--- config.mk ---
export PLATFORM = sky130hd
export DESIGN_NAME = jk_bank_sequencer_flat
export DESIGN_NICKNAME = d
export VERILOG_FILES = /design/src/rtl/jk_seq_pkg.sv /design/src/rtl/jk_bank_sequencer_if.sv /design/src/rtl/jk_drive_calc.sv /design/src/rtl/jk_bank_sequencer.sv /design/src/flat_wrapper.sv
export SDC_FILE = /design/constraint.sdc
export NUM_CORES = 1
export LEC_CHECK = 0
export CAP_MARGIN = 20
export CORE_ASPECT_RATIO = 1.25
export CORE_MARGIN = 4
export CORE_UTILIZATION = 50
export DETAILED_ROUTE_END_ITERATION = 10
export DONT_BUFFER_PORTS = 1
export HOLD_SLACK_MARGIN = 0.03
export PLACE_DENSITY_LB_ADDON = 0.05
export SYNTH_ARGS = -nofsm -noshare
export SYNTH_HDL_FRONTEND = slang
export SYNTH_SLANG_ARGS = --single-unit
--- constraint.sdc ---
create_clock -name clk -period 2.4 [get_ports clk]
set_input_delay 0.36 -clock clk [delete_from_list [all_inputs] [get_ports clk]]
set_output_delay 0.36 -clock clk [all_outputs]
set_load 0.005 [all_outputs]
--- src/rtl/jk_seq_pkg.sv ---
// Shared types for the JK bank sequencer: command opcodes and controller states.
package jk_seq_pkg;

  typedef enum logic [1:0] {
    OP_HOLD   = 2'd0,
    OP_LOAD   = 2'd1,
    OP_TOGGLE = 2'd2,
    OP_COUNT  = 2'd3
  } op_e;

  typedef enum logic [1:0] {
    S_IDLE   = 2'd0,
    S_DRIVE  = 2'd1,
    S_CHECK  = 2'd2,
    S_FINISH = 2'd3
  } state_e;

  // Every op except LOAD builds on the shadow copy, so it needs one to exist.
  function automatic logic needs_history(input op_e op);
    return op != OP_LOAD;
  endfunction

endpackage

--- src/rtl/jk_bank_sequencer_if.sv ---
// Command and status channel between a command source and the JK bank sequencer.
interface jk_bank_sequencer_if
  import jk_seq_pkg::*;
#(
  parameter int WIDTH = 8,
  parameter int LEN_W = 8
) ();

  logic             cmd_valid;
  logic             cmd_ready;
  op_e              cmd_op;
  logic [WIDTH-1:0] cmd_data;
  logic [LEN_W-1:0] cmd_len;
  logic             busy;
  logic             done;
  logic             err;

  modport master (
    output cmd_valid, cmd_op, cmd_data, cmd_len,
    input  cmd_ready, busy, done, err
  );

  modport slave (
    input  cmd_valid, cmd_op, cmd_data, cmd_len,
    output cmd_ready, busy, done, err
  );

endinterface

--- src/rtl/jk_drive_calc.sv ---
// Combinational J/K mask generator; masks derive from the shadow value only, never from Q.
module jk_drive_calc
  import jk_seq_pkg::*;
#(
  parameter int WIDTH = 8
) (
  input  op_e              op_i,
  input  logic [WIDTH-1:0] data_i,
  input  logic [WIDTH-1:0] exp_i,
  output logic [WIDTH-1:0] j_mask_o,
  output logic [WIDTH-1:0] k_mask_o,
  output logic [WIDTH-1:0] exp_next_o
);

  logic [WIDTH-1:0] inc_mask;

  // Bit i toggles on increment exactly when all lower bits are ones.
  always_comb begin
    logic carry;
    inc_mask = '0;
    carry    = 1'b1;
    for (int i = 0; i < WIDTH; i++) begin
      inc_mask[i] = carry;
      carry       = carry & exp_i[i];
    end
  end

  // NOTE: every output gets a default before the case, so no path leaves a
  // value unassigned and no latch is inferred.
  always_comb begin
    j_mask_o   = '0;
    k_mask_o   = '0;
    exp_next_o = exp_i;
    case (op_i)
      OP_LOAD: begin
        j_mask_o   = data_i;
        k_mask_o   = ~data_i;
        exp_next_o = data_i;
      end
      OP_TOGGLE: begin
        j_mask_o   = data_i;
        k_mask_o   = data_i;
        exp_next_o = exp_i ^ data_i;
      end
      OP_COUNT: begin
        j_mask_o   = inc_mask;
        k_mask_o   = inc_mask;
        exp_next_o = exp_i + WIDTH'(1);
      end
      OP_HOLD: begin
        j_mask_o   = '0;
        k_mask_o   = '0;
        exp_next_o = exp_i;
      end
    endcase
  end

endmodule

--- src/rtl/jk_bank_sequencer.sv ---
// Command-driven controller for a bank of JK flops: drives J/K per op, shadows the
// expected Q and checks the bank against it after every drive step.
module jk_bank_sequencer
  import jk_seq_pkg::*;
#(
  parameter int WIDTH = 8,
  parameter int LEN_W = 8
) (
  input  logic                 clk,
  input  logic                 rst_n,
  jk_bank_sequencer_if.slave   ctl,
  output logic [WIDTH-1:0]     jk_j,
  output logic [WIDTH-1:0]     jk_k,
  input  logic [WIDTH-1:0]     jk_q
);

  state_e           state_q, state_d;
  op_e              op_q, op_d;
  logic [WIDTH-1:0] data_q, data_d;
  logic [WIDTH-1:0] exp_q, exp_d;
  logic             exp_valid_q, exp_valid_d;
  logic [LEN_W-1:0] rem_q, rem_d;
  logic [WIDTH-1:0] jk_j_q, jk_j_d;
  logic [WIDTH-1:0] jk_k_q, jk_k_d;
  logic             done_q, done_d;
  logic             err_q, err_d;

  logic             accept;
  op_e              calc_op;
  logic [WIDTH-1:0] calc_data;
  logic [WIDTH-1:0] j_mask, k_mask, exp_next;
  logic [LEN_W-1:0] eff_len;

  assign accept = ctl.cmd_valid && (state_q == S_IDLE);

  // The first drive step uses the incoming command; repeats use the captured one.
  assign calc_op   = (state_q == S_IDLE) ? ctl.cmd_op   : op_q;
  assign calc_data = (state_q == S_IDLE) ? ctl.cmd_data : data_q;

  assign eff_len = (ctl.cmd_op == OP_LOAD || ctl.cmd_len == '0)
                   ? LEN_W'(1) : ctl.cmd_len;

  jk_drive_calc #(.WIDTH(WIDTH)) u_calc (
    .op_i       (calc_op),
    .data_i     (calc_data),
    .exp_i      (exp_q),
    .j_mask_o   (j_mask),
    .k_mask_o   (k_mask),
    .exp_next_o (exp_next)
  );

  // The shadow value advances on the edge that enters DRIVE, so during CHECK
  // it already holds what the bank should show after that drive.
  always_comb begin
    state_d     = state_q;
    op_d        = op_q;
    data_d      = data_q;
    exp_d       = exp_q;
    exp_valid_d = exp_valid_q;
    rem_d       = rem_q;
    jk_j_d      = '0;
    jk_k_d      = '0;
    done_d      = 1'b0;
    err_d       = 1'b0;

    case (state_q)
      S_IDLE: begin
        if (accept) begin
          op_d   = ctl.cmd_op;
          data_d = ctl.cmd_data;
          if (needs_history(ctl.cmd_op) && !exp_valid_q) begin
            err_d = 1'b1;
          end else begin
            state_d = S_DRIVE;
            rem_d   = eff_len;
            jk_j_d  = j_mask;
            jk_k_d  = k_mask;
            exp_d   = exp_next;
            if (ctl.cmd_op == OP_LOAD) exp_valid_d = 1'b1;
          end
        end
      end

      S_DRIVE: begin
        rem_d   = rem_q - LEN_W'(1);
        state_d = S_CHECK;
      end

      S_CHECK: begin
        if (jk_q != exp_q) begin
          err_d       = 1'b1;
          exp_valid_d = 1'b0;
          state_d     = S_IDLE;
        end else if (rem_q != '0) begin
          state_d = S_DRIVE;
          jk_j_d  = j_mask;
          jk_k_d  = k_mask;
          exp_d   = exp_next;
        end else begin
          state_d = S_FINISH;
          done_d  = 1'b1;
        end
      end

      S_FINISH: state_d = S_IDLE;

      default: state_d = S_IDLE;
    endcase
  end

  // NOTE: state uses non-blocking assignments so every register samples the
  // pre-edge values, independent of statement order.
  always_ff @(posedge clk or negedge rst_n) begin
    if (!rst_n) begin
      state_q     <= S_IDLE;
      op_q        <= OP_HOLD;
      data_q      <= '0;
      exp_q       <= '0;
      exp_valid_q <= 1'b0;
      rem_q       <= '0;
      jk_j_q      <= '0;
      jk_k_q      <= '0;
      done_q      <= 1'b0;
      err_q       <= 1'b0;
    end else begin
      state_q     <= state_d;
      op_q        <= op_d;
      data_q      <= data_d;
      exp_q       <= exp_d;
      exp_valid_q <= exp_valid_d;
      rem_q       <= rem_d;
      jk_j_q      <= jk_j_d;
      jk_k_q      <= jk_k_d;
      done_q      <= done_d;
      err_q       <= err_d;
    end
  end

  assign jk_j          = jk_j_q;
  assign jk_k          = jk_k_q;
  assign ctl.busy      = (state_q != S_IDLE);
  assign ctl.cmd_ready = (state_q == S_IDLE);
  assign ctl.done      = done_q;
  assign ctl.err       = err_q;

endmodule

--- src/flat_wrapper.sv ---
// flat-port wrapper written by rule: the top's interface ports become plain ports
module jk_bank_sequencer_flat import jk_seq_pkg::*;
#(
  parameter int WIDTH = 8,
  parameter int LEN_W = 8
)
  (clk, rst_n, jk_j, jk_k, jk_q, ctl_cmd_valid, ctl_cmd_op, ctl_cmd_data, ctl_cmd_len, ctl_cmd_ready, ctl_busy, ctl_done, ctl_err);
  jk_bank_sequencer_if #(.WIDTH(WIDTH), .LEN_W(LEN_W)) ctl_i ();
  input  logic clk;
  input  logic rst_n;
  output logic [WIDTH-1:0] jk_j;
  output logic [WIDTH-1:0] jk_k;
  input  logic [WIDTH-1:0] jk_q;
  input wire logic [$bits(ctl_i.cmd_valid)-1:0] ctl_cmd_valid;
  input wire logic [$bits(ctl_i.cmd_op)-1:0] ctl_cmd_op;
  input wire logic [$bits(ctl_i.cmd_data)-1:0] ctl_cmd_data;
  input wire logic [$bits(ctl_i.cmd_len)-1:0] ctl_cmd_len;
  output wire logic [$bits(ctl_i.cmd_ready)-1:0] ctl_cmd_ready;
  output wire logic [$bits(ctl_i.busy)-1:0] ctl_busy;
  output wire logic [$bits(ctl_i.done)-1:0] ctl_done;
  output wire logic [$bits(ctl_i.err)-1:0] ctl_err;
  assign ctl_i.cmd_valid = ctl_cmd_valid;
  assign ctl_i.cmd_op = ctl_cmd_op;
  assign ctl_i.cmd_data = ctl_cmd_data;
  assign ctl_i.cmd_len = ctl_cmd_len;
  assign ctl_cmd_ready = ctl_i.cmd_ready;
  assign ctl_busy = ctl_i.busy;
  assign ctl_done = ctl_i.done;
  assign ctl_err = ctl_i.err;
  jk_bank_sequencer #(.WIDTH(WIDTH), .LEN_W(LEN_W)) u_core (.clk(clk), .rst_n(rst_n), .ctl(ctl_i), .jk_j(jk_j), .jk_k(jk_k), .jk_q(jk_q));
endmodule
**Yosys cells after proc, flatten, opt, wreduce, memory -nomap -nowiden**

Index checks and enable logic that the tools add are counted.

- Memories: 0
- Latch bits: 0
- Memory bits (read-only): 0
- Memory bits (writable): 0
- Register bits: 47

- Magnitude comparators: 0
- $mul: 0
- Shift operators: 0
- Divide/modulo/power cells: 0
- Multiplexer cells: 41
- Eq/ne operators: 15
- Add/sub/neg operators: 2
- Bitwise logic cells: 8
- Reduce and logical (&&, ||, !) cells: 17

Operator list:

| cell | number |
|---|---|
| 2-to-1 mux 8 bit | 16 |
| case mux 8 bit (2 select lines) | 4 |
| case mux 8 bit (4 select lines) | 2 |
| case mux 8 bit (3 select lines) | 1 |
| 2-to-1 mux 1 bit | 10 |
| 2-to-1 mux 2 bit | 5 |
| inequality test 2 x 1 -> 1 bit (second input constant) | 5 |
| AND reduction 5 bit | 2 |
| adder 8 x 1 -> 8 bit (second input constant) | 1 |
| equality test 2 bit (second input constant) | 4 |
| zero test 8 bit | 1 |
| inequality test 8 bit | 1 |
| inverter 8 bit | 1 |
| case mux 2 bit (4 select lines) | 1 |
| nonzero test 8 bit | 1 |
| subtractor 8 x 1 -> 8 bit (second input constant) | 1 |
| XOR 8 bit | 1 |
| bitwise AND 1 bit | 6 |
| equality test 2 x 1 -> 1 bit (second input constant) | 3 |
| nonzero test 2 bit | 3 |
| zero test 2 bit | 2 |
| inequality test 2 bit (second input constant) | 2 |
| case mux 1 bit (2 select lines) | 2 |
| AND reduction 2 bit | 2 |
| 5 further kinds | 6 |

**Logic depth before layout (Yosys ltp)**

- Word-level depth: 10
- Mapped depth: 11

**Hierarchy**

From an unflattened synthesis, not the netlist that was laid out.

- Cell total of the unflattened synthesis: 300
- Area total of the unflattened synthesis: 2941.6 µm²

By module, submodules not included:

| module | area an instance (µm²) | sequential area each (µm²) | times used | cells an instance |
|---|---|---|---|---|
| jk_bank_sequencer | 2174.6 | 1176.1 | 1 | 180 |
| jk_drive_calc | 767.0 | 0.0 | 1 | 120 |

**Least setup slack after synthesis**

No wires, ideal clock.

- Path type: reg-to-reg
- Start point: reg u_core.state_q[0]
- End point: reg u_core.jk_k_q[7], in the netlist u_core.jk_k[7]
- Cell stages (with the launch flop): 11
- Arrival time: 2540 ps
- Setup time: 146 ps
- Slack: -286 ps
- Clock period less this slack: 2686 ps
- Path through: dfrtp_1 clkbuf_1 nor2_2 buf_2 mux2i_1 inv_1 ha_1 and3_1 and3_1 a221oi_1 a211oi_1

- Word-level cells in the longest chain between the ends: 7
- Elaborated cells on any way between the ends: 16
- Classes of those cells: eq/ne: 4; mux: 8; bitwise: 1; reduce/logical: 3

Ends and longest elaborated chain:

| element | RTL line | RTL |
|---|---|---|
| start: declaration | jk_bank_sequencer.sv:17 | `state_e state_q, state_d;` |
| start signal: assignment | jk_bank_sequencer.sv:126 | `state_q <= state_d;` |
| zero test 2 bit * | n/a |  |
| net ctl_cmd_ready | flat_wrapper.sv:18 | `output wire logic [$bits(ctl_i.cmd_ready)-1:0] ctl_cmd_ready;` |
| 2-to-1 mux 2 bit / 2-to-1 mux 8 bit (equally long branches) | jk_bank_sequencer.sv:37, jk_bank_sequencer.sv:38 |  |
| equality test 2 bit, or another cell as far along | jk_drive_calc.sv:34 | `case (op_i)` |
| case mux 8 bit (4 select lines) | jk_drive_calc.sv:34 |  |
| 2-to-1 mux 8 bit, on equally long branches | jk_bank_sequencer.sv:94, jk_bank_sequencer.sv:71 |  |
| 2-to-1 mux 8 bit, on equally long branches | jk_bank_sequencer.sv:90, jk_bank_sequencer.sv:68 |  |
| case mux 8 bit (2 select lines) * | jk_bank_sequencer.sv:66 | `case (state_q)` |
| net u_core.jk_k_d[7] | jk_bank_sequencer.sv:24 | `logic [WIDTH-1:0] jk_k_q, jk_k_d;` |
| end signal: assignment | jk_bank_sequencer.sv:133 | `jk_k_q <= jk_k_d;` |
| end: declaration | jk_bank_sequencer.sv:24 |  |

Mark *: on every way through the listed nets, which the timed path passes. The rest lies on a longest branch.
A chain may end at the register's enable or synchronous reset.

**Worst setup path in the final report**

- Start point: reg u_core.state_q[0]
- End point: reg u_core.jk_k_q[2], in the netlist u_core.jk_k[2]

- Word-level cells in the longest chain between the ends: 7
- Elaborated cells on any way between the ends: 16
- Classes of those cells: eq/ne: 4; mux: 8; bitwise: 1; reduce/logical: 3

Ends and longest elaborated chain:

| element | RTL line |
|---|---|
| zero test 2 bit | n/a |
| 2-to-1 mux 2 bit / 2-to-1 mux 8 bit (equally long branches) | jk_bank_sequencer.sv:37, jk_bank_sequencer.sv:38 |
| equality test 2 bit, or another cell as far along | jk_drive_calc.sv:34 |
| case mux 8 bit (4 select lines) | jk_drive_calc.sv:34 |
| 2-to-1 mux 8 bit, on equally long branches | jk_bank_sequencer.sv:94, jk_bank_sequencer.sv:71 |
| 2-to-1 mux 8 bit, on equally long branches | jk_bank_sequencer.sv:90, jk_bank_sequencer.sv:68 |
| case mux 8 bit (2 select lines) * | jk_bank_sequencer.sv:66 |
| net u_core.jk_k_d[2] | jk_bank_sequencer.sv:24 |

Marked as above.

==> impl_metrics.yaml <==
timing:
  setup_violations: 0
  worst_slew_pin_slew_ns: 0.524
  fin_crit_ns: 2.26
  hold_violations: 0
  finalClockSkew_ns: 0.00594
  finalCritPeriodShare: 0.940
  fmax_ghz: 0.443
  relSlewSlack: 0.650
  rsz0062_at_grt: "false"
  tns_ns: 0
  slew_violations: 0
min_path:
  hold_path_depth: 1
  hold_path_class: "in2reg"
  hp-start: "ctl_cmd_data[5]"
  holdPathEnd: "u_core.data_q[5]"
place:
  hpwl_um: 4990
  gp_congestion: 0.900
  port-buffer-count: 0
grt:
  grt_max_degree: 48
  grt-ovfl-total: 0
  antenna_found_initial: 0
  grt_pass1_vias: 2221
  grt_pass1_wl_um: 11200
  grt_usage: 0.214
setup_path:
  path_cells: "buf_4 > or3b_4 > a21oi_4 > a41oi_2 > or3_1 > buf_4 > a211oi_1"
  start_kind: "register"
  critPathBufInv: 2
  reg2reg_depth: 7
  cpMostUsedCell: "buf_4"
  crit_arrival_ns: 2.46
  crit_fanout: 16
  max_stage_delay_ns: 0.42
  crit_type: "reg2reg"
  regToRegSetupSlack_ns: 0.14
  crit_start: "u_core.state_q[0]"
  crit_path_top_delay_cell: "dfrtp_1"
  path_delay_family: "simple AND/OR/NAND/NOR gates"
  reg2reg_to: "u_core.jk_k[2]"
  cp.depth: 7
  cp-end-kind: "register"
  crit_required_ns: 2.60
  crit-reg2reg-launch: "u_core.state_q[0]"
clock_network:
  cts_tree: "done"
  cts.sinks: 47
  cts_buffer_depth: 2
  numCtsBuffers: 5
  clkLatencyLatePin_ns: 0.30
  htree_levels: 2
  clockRootBuffer: "clkbuf_8"
  path_clk_slew_ns: 0.09
detailed_routing:
  initialDrtViolationCount: 94
  drc: 0
  wl_per_cell_um: 19.6
  firstDrtPassIters: 4
  ant_nets: 0
  via_count: 2292
  viasPerCell: 6.47
  drt-total-wl_um: 6950
logic_synthesis:
  synthCells: 283
  ys_types: 47
  synth.avg_cell_area_um2: 9.82
  synth_seq_area_share: 0.423
  netlist_area_um2: 2780
  synth_edf_count: 0
  synth_seq_cells: 47
  ys_warn_count: 0
  synthFlopType: "dfrtp_1"
  async_flop_share: 1.00
  synth_nets: 320
die:
  start_util: 0.514
  die_width_um: 74.7
  core_area_um2: 5410
  fp.dieH_um: 91.4
  dieArea_um2: 6820
  std_cell_rows: 30
  io_pins: 49
final_layout:
  nNetsFinal: 326
  seq_area_um2: 1180
  areaGrowthSynthToFinish_pct: 10.2
  mostFrequentLayoutCells: "dfrtp_1, inv_1, nor2_1, mux2_2, nand2_1"
  antenna_cells: 0
  drive_gt1_frac: 0.176
  layout_commonest_cell: "dfrtp_1"
  multiInputGateArea_um2: 1470
  nFillCells: 499
power_and_ir_drop:
  powerDensity_nw_per_um2: 1350
  p_total_uw: 4130
  cellLeakagePower_uw: 0.00131
  vdd_drop_max_uv: 572
run_status:
  status: "finished, final reports clean"
job:
  max_cap_violations: 0
per-layer routing:
metal	wire, um	up-vias	GRT usage	part of all wire
met4	295	0	0.113	0.042
met5	0	-	0	0
li1	-	1068	-	-
met3	370	23	0.0377	0.053
met2	3430	86	0.342	0.49
met1	2850	1115	0.269	0.41
cell usage after synthesis (all sizes together) (5+ instances only):
| cell type | number | area [um^2] |
|---|---|---|
| o21a | 5 | 37.5 |
| xor2 | 9 | 78.8 |
| nor2 | 19 | 73.8 |
| nor3 | 7 | 35.0 |
| nor2b | 5 | 31.3 |
| mux2 | 16 | 180 |
| nand2 | 14 | 52.6 |
| dfrtp | 47 | 1180 |
| a211oi | 15 | 133 |
| ha | 8 | 100 |
| buf | 7 | 47.5 |
| o22ai | 12 | 75.1 |
| o21ai | 13 | 65.1 |
| inv | 20 | 75.1 |
| a221oi | 7 | 61.3 |
| a32oi | 8 | 70.1 |
| a21oi | 12 | 71.3 |
| clkbuf | 9 | 33.8 |
logic make-up (layout without fill, tap and decap cells):
kind of cell,Yosys count,count (layout),synth area share
and+or+nand+nor,67,67,0.121
DFF,47,47,0.423
muxes,20,20,0.0792
AOI/OAI and AO/OA,95,95,0.254
xor gates and xnor gates,9,9,0.0284
buffers and inverters,37,44,0.0576
adders and majority gates,8,8,0.0360
per-stage QoR:
step	instance area (um^2)	hold WS (ns)	instances	utilization	setup WS, ns
floorplan	2810	0.0644	283	-	0.0305
global placement	2900	0.0656	344	0.536	0.125
detailed placement	2900	0.0659	344	0.536	0.145
CTS	3050	0.192	354	0.564	0.126
global route	3060	0.190	354	0.566	0.0246
finish	3060	0.199	354	0.566	0.144
where the power goes:
| group | total, uW | internal, uW | switching (uW) |
|---|---|---|---|
| clock network | 608 | 337 | 271 |
| registers | 1400 | 1100 | 298 |
| logic | 2120 | 898 | 1220 |
| total | 4130 | 2340 | 1790 |
how the worst max path moves through the flow:
stage / end / slack [ns]
6_report: u_core.jk_k[2] / 0.14
5_1_grt: u_core.jk_k[3] / 0.02
4_1_cts: u_core.jk_k[3] / 0.13
3_5_place_dp: u_core.jk_k[3] / 0.15
3_3_place_gp: u_core.jk_k[3] / 0.13
2_1_floorplan: u_core.jk_k[7] / 0.03
registers in the layout, indices dropped and copies added (netlist names):
| name | flops |
|---|---|
| u_core.ctl.done | 1 |
| u_core.state_q | 2 |
| u_core.data_q | 8 |
| u_core.ctl.err | 1 |
| u_core.jk_k | 8 |
| u_core.op_q | 2 |
| u_core.rem_q | 8 |
| u_core.jk_j | 8 |
| u_core.exp_valid_q | 1 |
| u_core.exp_q | 8 |
cell type report:
class	count	share of cell area
multi-input combinational	199	0.481
inverter	21	0.0257
timing repair buffer	15	0.0441
sequential	47	0.385
clock inverter	2	0.0114
tap	64	0.0262
clock buffer	6	0.0270
repair_timing:
item,CTS,global route
hold buffers,2,0
hold endpoints to repair,47,0
setup buffers,0,0
endpoints found under the setup margin,0,2
gates resized for setup,0,2
(Power assumes the default switching activity.)
